==> src/rtl/apb_master_bridge.sv <==
// Single-outstanding APB3 requester: valid/ready command in, SETUP/ACCESS on APB, valid/ready response out.
// Zero-wait response 3 edges after accept; cmd_ready stays low until the response handshake, and ignored commands are not buffered.
module apb_master_bridge #(
  parameter int ADDR_W         = 4,
  parameter int DATA_W         = 32,
  parameter int TIMEOUT_CYCLES = 16
) (
  input  logic              pclk,
  input  logic              presetn,
  input  logic              cmd_valid,
  output logic              cmd_ready,
  input  logic              cmd_write,
  input  logic [ADDR_W-1:0] cmd_addr,
  input  logic [DATA_W-1:0] cmd_wdata,
  output logic              rsp_valid,
  input  logic              rsp_ready,
  output logic [DATA_W-1:0] rsp_rdata,
  output logic              rsp_err,
  output logic              rsp_timeout,
  output logic              psel,
  output logic              penable,
  output logic              pwrite,
  output logic [ADDR_W-1:0] paddr,
  output logic [DATA_W-1:0] pwdata,
  input  logic [DATA_W-1:0] prdata,
  input  logic              pready,
  input  logic              pslverr,
  output logic [7:0]        err_count
);

  localparam int CNT_W = (TIMEOUT_CYCLES < 2) ? 1 : $clog2(TIMEOUT_CYCLES + 1);
  localparam logic [CNT_W-1:0] WAIT_LAST = CNT_W'(TIMEOUT_CYCLES - 1);

  typedef enum logic [1:0] {
    IDLE,
    SETUP,
    ACCESS,
    RESP
  } state_t;

  state_t            state, state_nxt;
  logic [CNT_W-1:0]  wait_cnt, wait_cnt_nxt;
  logic              cmd_ready_nxt;
  logic              psel_nxt, penable_nxt, pwrite_nxt;
  logic [ADDR_W-1:0] paddr_nxt;
  logic [DATA_W-1:0] pwdata_nxt;
  logic              rsp_valid_nxt, rsp_err_nxt, rsp_timeout_nxt;
  logic [DATA_W-1:0] rsp_rdata_nxt;
  logic [7:0]        err_count_nxt;

  always_ff @(posedge pclk or negedge presetn) begin
    if (!presetn) begin
      state       <= IDLE;
      wait_cnt    <= '0;
      cmd_ready   <= 1'b1;
      psel        <= 1'b0;
      penable     <= 1'b0;
      pwrite      <= 1'b0;
      paddr       <= '0;
      pwdata      <= '0;
      rsp_valid   <= 1'b0;
      rsp_rdata   <= '0;
      rsp_err     <= 1'b0;
      rsp_timeout <= 1'b0;
      err_count   <= '0;
    end else begin
      state       <= state_nxt;
      wait_cnt    <= wait_cnt_nxt;
      cmd_ready   <= cmd_ready_nxt;
      psel        <= psel_nxt;
      penable     <= penable_nxt;
      pwrite      <= pwrite_nxt;
      paddr       <= paddr_nxt;
      pwdata      <= pwdata_nxt;
      rsp_valid   <= rsp_valid_nxt;
      rsp_rdata   <= rsp_rdata_nxt;
      rsp_err     <= rsp_err_nxt;
      rsp_timeout <= rsp_timeout_nxt;
      err_count   <= err_count_nxt;
    end
  end

  always_comb begin
    state_nxt       = state;
    wait_cnt_nxt    = wait_cnt;
    cmd_ready_nxt   = cmd_ready;
    psel_nxt        = psel;
    penable_nxt     = penable;
    pwrite_nxt      = pwrite;
    paddr_nxt       = paddr;
    pwdata_nxt      = pwdata;
    rsp_valid_nxt   = rsp_valid;
    rsp_rdata_nxt   = rsp_rdata;
    rsp_err_nxt     = rsp_err;
    rsp_timeout_nxt = rsp_timeout;
    err_count_nxt   = err_count;

    case (state)
      IDLE: begin
        if (cmd_valid && cmd_ready) begin
          pwrite_nxt    = cmd_write;
          paddr_nxt     = cmd_addr;
          pwdata_nxt    = cmd_write ? cmd_wdata : '0;
          psel_nxt      = 1'b1;
          penable_nxt   = 1'b0;
          cmd_ready_nxt = 1'b0;
          wait_cnt_nxt  = '0;
          state_nxt     = SETUP;
        end
      end
      SETUP: begin
        penable_nxt = 1'b1;
        state_nxt   = ACCESS;
      end
      ACCESS: begin
        if (pready) begin
          rsp_rdata_nxt   = pwrite ? '0 : prdata;
          rsp_err_nxt     = pslverr;
          rsp_timeout_nxt = 1'b0;
          psel_nxt        = 1'b0;
          penable_nxt     = 1'b0;
          rsp_valid_nxt   = 1'b1;
          state_nxt       = RESP;
        end else begin
          wait_cnt_nxt = wait_cnt + CNT_W'(1);
          // This edge is the TIMEOUT_CYCLES-th wait: abort instead of counting further.
          if ((TIMEOUT_CYCLES != 0) && (wait_cnt == WAIT_LAST)) begin
            rsp_rdata_nxt   = '0;
            rsp_err_nxt     = 1'b1;
            rsp_timeout_nxt = 1'b1;
            psel_nxt        = 1'b0;
            penable_nxt     = 1'b0;
            rsp_valid_nxt   = 1'b1;
            state_nxt       = RESP;
          end
        end
      end
      RESP: begin
        if (rsp_valid && rsp_ready) begin
          rsp_valid_nxt = 1'b0;
          cmd_ready_nxt = 1'b1;
          state_nxt     = IDLE;
          if (rsp_err && (err_count != 8'hFF)) begin
            err_count_nxt = err_count + 8'd1;
          end
        end
      end
      default: begin
        state_nxt = IDLE;
      end
    endcase
  end

endmodule

==> config.mk <==
export PLATFORM = sky130hd
export DESIGN_NAME = apb_master_bridge
export DESIGN_NICKNAME = d
export VERILOG_FILES = /design/src/rtl/apb_master_bridge.sv
export SDC_FILE = /design/constraint.sdc
export NUM_CORES = 1
export LEC_CHECK = 0
export ABC_CLOCK_PERIOD_IN_PS = 2120
export BUFFER_PORTS_ARGS = -buffer_cell sky130_fd_sc_hd__buf_2
export CAP_MARGIN = 20
export CORE_ASPECT_RATIO = 1.75
export CORE_UTILIZATION = 40
export CTS_BUF_LIST = sky130_fd_sc_hd__clkbuf_16
export DETAILED_ROUTE_END_ITERATION = 8
export PLACE_DENSITY_LB_ADDON = 0.05
export SLEW_MARGIN = 10
export SYNTH_ARGS = -nofsm -noshare
export SYNTH_HDL_FRONTEND = slang
export SYNTH_SLANG_ARGS = --single-unit
==> constraint.sdc <==
create_clock -name pclk -period 2.12 [get_ports pclk]
set_clock_uncertainty 0.2 [all_clocks]
set_input_delay 0.212 -clock pclk [delete_from_list [all_inputs] [get_ports pclk]]
set_output_delay 0.212 -clock pclk [all_outputs]
set_load 0.03 [all_outputs]
# [Word level (Yosys, flattened, before mapping)]
# Cells that the tools add are included.
# Widths: inputs -> output; s select.
[totals] ff_bits=90 n_memories=0 mem_bits_ro=0 input_bits=75 latch_bits=0 wordCells=68 ram_bits=0
[op_classes] n_bitwise=0 n_reduce_logical=18 n_mul=0 n_shift=0 addsub=2 div=0 eq_ne=9 magnitude_cmp=0 mux=26
[op_table] cell="$mux 32" n=4
[op_table] cell="$reduce_and 3->1" n=7
[op_table] cell="$mux 1" n=10
[op_table] cell="$mux 5" n=2
[op_table] cell="$pmux 5 s2" n=1
[op_table] cell="$add 8x1->8 const B" n=1
[op_table] cell="$mux 2" n=4
[op_table] cell="$ne 8x8->1 const B" n=1
[op_table] cell="$pmux 2 s4" n=1
[op_table] cell="$reduce_bool 2->1" n=4
[op_table] cell="$ne 2x2->1 const B" n=3
[op_table] cell="$pmux 1 s2" n=3
[op_table] cell="$add 5x1->5 const B" n=1
[op_table] cell="$eq 5x4->1 const B" n=1
[op_table] cell="$eq 2x2->1 const B" n=2
[op_table] cell="$reduce_and 2->1" n=2
[op_table] cell="$logic_and 1x1->1" n=3
[op_table] cell="$ne 3x3->1 const B" n=1
[op_table] cell="$pmux 1 s3" n=1
[op_table] cell="$reduce_bool 3->1" n=1
[op_table] cell="$eq 2x1->1 const B" n=1
[op_table] cell="$logic_not 2->1" n=1

# [Depth between registers and ports, before layout]
[depth] depth_word=4 depth_mapped=7

# [Worst setup path after synthesis]
# OpenSTA, ideal clock, no wires.
[synth_timing] path_kind="flip-flop to flip-flop" from="register wait_cnt[0]" to="register state[1]" slack_ps=206 arrival_time_ps=1589 n_path_buf=0 required_ps=1795 path_stages_with_launch=7 cell_sequence="dfrtp_1 -> ha_1 -> and3_1 -> ha_1 -> nor2_1 -> a221oi_2 -> mux2_2"
[synth_between] elab_chain_cells=3
[synth_lines] item="from (decl)" line_no="42" text="logic [CNT_W-1:0] wait_cnt, wait_cnt_nxt;"
[synth_lines] item="from (signal assigned)" line_no="68" text="wait_cnt <= wait_cnt_nxt;"
[synth_lines] item="$eq 5x4->1" line_no="127" text="if ((TIMEOUT_CYCLES != 0) && (wait_cnt == WAIT_LAST)) begin"
[synth_lines] item="$ne 3x3->1 (no line)"
[synth_lines] item="$reduce_and 3->1 (no line)"
[synth_lines] item="to (signal assigned)" line_no="67" text="state <= state_nxt;"
[synth_lines] item="to (decl)" line_no="41" text="state_t state, state_nxt;"
# Every way passes these cells.
# A chain may end at the register's enable or synchronous reset.

# [Worst setup path in the final report]
# Ends and elaborated chain as after synthesis.

==> flow_summary_export.csv <==
group,metric,value,unit
sta,finalWorstSetupSlack,90.9,ps
cells_and_area,antenna-diode-count,0,
hold_path,min_path_type,"in2reg",
setup_path,critPathCaptureType,"flip-flop",
setup_path,worst_r2r_path_depth,6,
detailed_routing,drt_iter0_markers,95,
sta,tightest_slew,606,ps
synth,ys_top_cells_by_area,"sky130_fd_sc_hd__dfrtp_1 (59%), sky130_fd_sc_hd__nand2_1 (7.7%), sky130_fd_sc_hd__a22o_1 (7.4%)",
cells_and_area,area_overhead_of_the_layout_relative_to_synthesis,52.8,%
detailed_routing,drt-pass1-iter-count,6,
setup_path,critPathRequiredTime,2140,ps
setup_path,r2r_start,"wait_cnt[0]",
global_routing,grt_antenna_before_repair,0,
synth,synth_top_area_share,59.2,%
floorplan,die_area,9810,um^2
floorplan,num_rows,46,
detailed_routing,vias_per_cell,4.85,
setup_path,r2r_slack,90,ps
clocking,clock-root-buffer,"sky130_fd_sc_hd__clkbuf_16",
synth,syn_avg_cell_area,11.1,um^2
power,vdd.ir_drop.worst,754,uV
synth,cell_types_with_the_highest_counts_after_synthesis,"sky130_fd_sc_hd__dfrtp_1 (89), sky130_fd_sc_hd__nand2_1 (77), sky130_fd_sc_hd__o21ai_0 (38), sky130_fd_sc_hd__a22o_1 (32), sky130_fd_sc_hd__clkbuf_1 (11)",
floorplan,fp.dieH,130,um
synth,synthesis.instances,340,
global_routing,largest_net_degree_at_the_start_of_global_routing,41,
hold_path,holdPathStages,2,
floorplan,floorplan.die.width,75.3,um
clocking,cts.sinks,90,
global_routing,global_route.usage.total,20.0,%
synth,ys.warnings.count,0,
setup_path,worst-endpoint-arrival,2050,ps
placement,dp_hpwl,6280,um
detailed_routing,antenna_left,0,
cells_and_area,final_area,5750,um^2
placement,placed_area,4710,um^2
synth,yosys_most_used_dff,"sky130_fd_sc_hd__dfrtp_1",
cells_and_area,final_cells,692,
synth,synthDominantAreaCellType,"sky130_fd_sc_hd__dfrtp_1",
global_routing,grt_pass1_vias,3256,
clocking,h-tree-depth,3,
setup_path,critical_path_class,"reg2reg",
placement,dp_cells,605,
detailed_routing,route.detailed.wl_per_inst,14.0,um
sta,accumulated_negative_setup_slack,0,ps
floorplan,boundaryPins,158,
sta,finalHoldViolCount,0,
clocking,tritoncts,"built",
flow_run,maxCapViolations,0,
hold_path,hold_path_end,"rsp_timeout",
global_routing,overflow,0,
power,p_leak,2.93,nW
detailed_routing,route.detailed.drc,0,
floorplan,floorplan.initialDensity,41.4,%
sta,timing_max_transition_violations_final,0,
sta,grt_setup_unrepaired,"no",
clocking,cts.reportedPaths.clkPinSlew,60,ps
placement,placement.io_buffers,157,
synth,synth_edf_count,0,
cells_and_area,drive_above_1_share,34.8,%
synth,synth_seq_area_share,59.9,%
sta,min_period,2030,ps
outcome,status,"completed",
synth,async_flop_share,100,%
floorplan,design.core.area,9090,um^2
placement,place.gp.congestion,0.773,
sta,max-slew-margin-rel,59.6,%
setup_path,startpoint_class_of_the_critical_path,"flip-flop",
sta,setup_viol,0,
sta,maxClockFrequency,0.493,GHz
hold_path,worst_hold_startpoint,"pready",
clocking,cts_made_buffers,9,
synth,yosys.cell_count.top_type,"sky130_fd_sc_hd__dfrtp_1",
synth,synth_nets,422,
detailed_routing,via_count,3356,
power,power_density,1410,nW/um^2
sta,finalCritPeriodShare,95.7,%
clocking,cts_buffer_depth,2,
sta,hold-worst-slack,34.4,ps
synth,mappedNetlistArea,3760,um^2
cells_and_area,finalNetCount,650,
setup_path,regToRegEndpoint,"state[1]",
synth,yosys_reg_bits,90,
clocking,clk_latency,340,ps
placement,place_worst_setup_slack,37.4,ps
global_routing,grt_first_pass_wirelength,14800,um
synth,yosysUniqueCellTypes,44,
detailed_routing,drt-total-wl,9710,um
setup_path,critical_path.max_fanout,5,
==> final cells by class <==
type,instances,area (um^2)
inverters,6,22.5
clock buffers,9,225
well taps,120,150
flip-flops and latches,90,2250
repair buffers,238,1620
multi-input cells,223,1390
clock inverters,6,83.8
fillers,749,3340
==> cells in the final DEF (no fill, tap or decap), drive strengths merged, types with 3 or more instances in the layout <==
cell type,n
buf,167
dfrtp,89
nand2,77
dlygate4sd3,71
o21ai,44
a22o,32
mux2,9
clkbuf,9
inv,7
nand3,7
ha,7
a21oi,6
nor2,6
nand4,4
and3,3
==> through the flow <==
stage | util [%] | power [mW]
6_report | 63.2 | 8.09
3_5_place_dp | 51.8 | 6.34
5_1_grt | 63.2 | 8.59
4_1_cts | 63.0 | 8.13
3_3_place_gp | 51.8 | 6.26
2_1_floorplan | - | 5.21
==> registers in the layout, indices dropped and copies added, names as in the netlist, 2 cells and up <==
register   flops
pwdata        32
state          2
wait_cnt       5
paddr          4
rsp_rdata     32
err_count      8
==> routing by layer <==
metal / up-vias / track usage, % / wire length [um]
met5: - / 0 / 0
met3: 18 / 4.79 / 538
li1: 1645 / - / -
met2: 111 / 33.7 / 4920
met1: 1582 / 23.4 / 4010
met4: 0 / 9.69 / 238
==> report_power, final <==
part	internal [mW]	leakage [nW]	switching [mW]
combinational	1.29	1.62	2.33
sequential	2.40	1.17	0.411
clock	1.02	0.149	0.634
total	4.72	2.93	3.37
==> how the worst max path moves through the flow <==
stage | from | to | cells after the start
6_report | wait_cnt[0] | state[1] | 6
3_3_place_gp | wait_cnt[0] | state[1] | 6
2_1_floorplan | wait_cnt[0] | state[1] | 6
4_1_cts | wait_cnt[0] | state[1] | 6
5_1_grt | state[0] | pwdata[19] | 6
3_5_place_dp | wait_cnt[0] | state[1] | 6
==> timing repair <==
item                       CTS  global route
resized for setup            0             2
hold endpoints to repair   105             0
hold buffers                71             0
setup endpoints to repair    0             1
setup buffers                0             1
==> cells by family after synthesis <==
family / after synthesis / share of synthesized area, %
compound gates: 94 / 17.6
mux: 10 / 2.96
flops: 90 / 59.9
fa+ha+maj: 7 / 2.33
simple gates: 109 / 13.1
buf+inv: 27 / 3.46
xor+xnor: 3 / 0.698
==> critical path: stages, from the launching register on <==
cell                       delay [ps]
sky130_fd_sc_hd__dfrtp_1          410
sky130_fd_sc_hd__ha_1             190
sky130_fd_sc_hd__and3_1           200
sky130_fd_sc_hd__ha_4             160
sky130_fd_sc_hd__nor2_1            70
sky130_fd_sc_hd__a221oi_2         310
sky130_fd_sc_hd__mux2_2           360
Power figures use the tool's default switching activity.
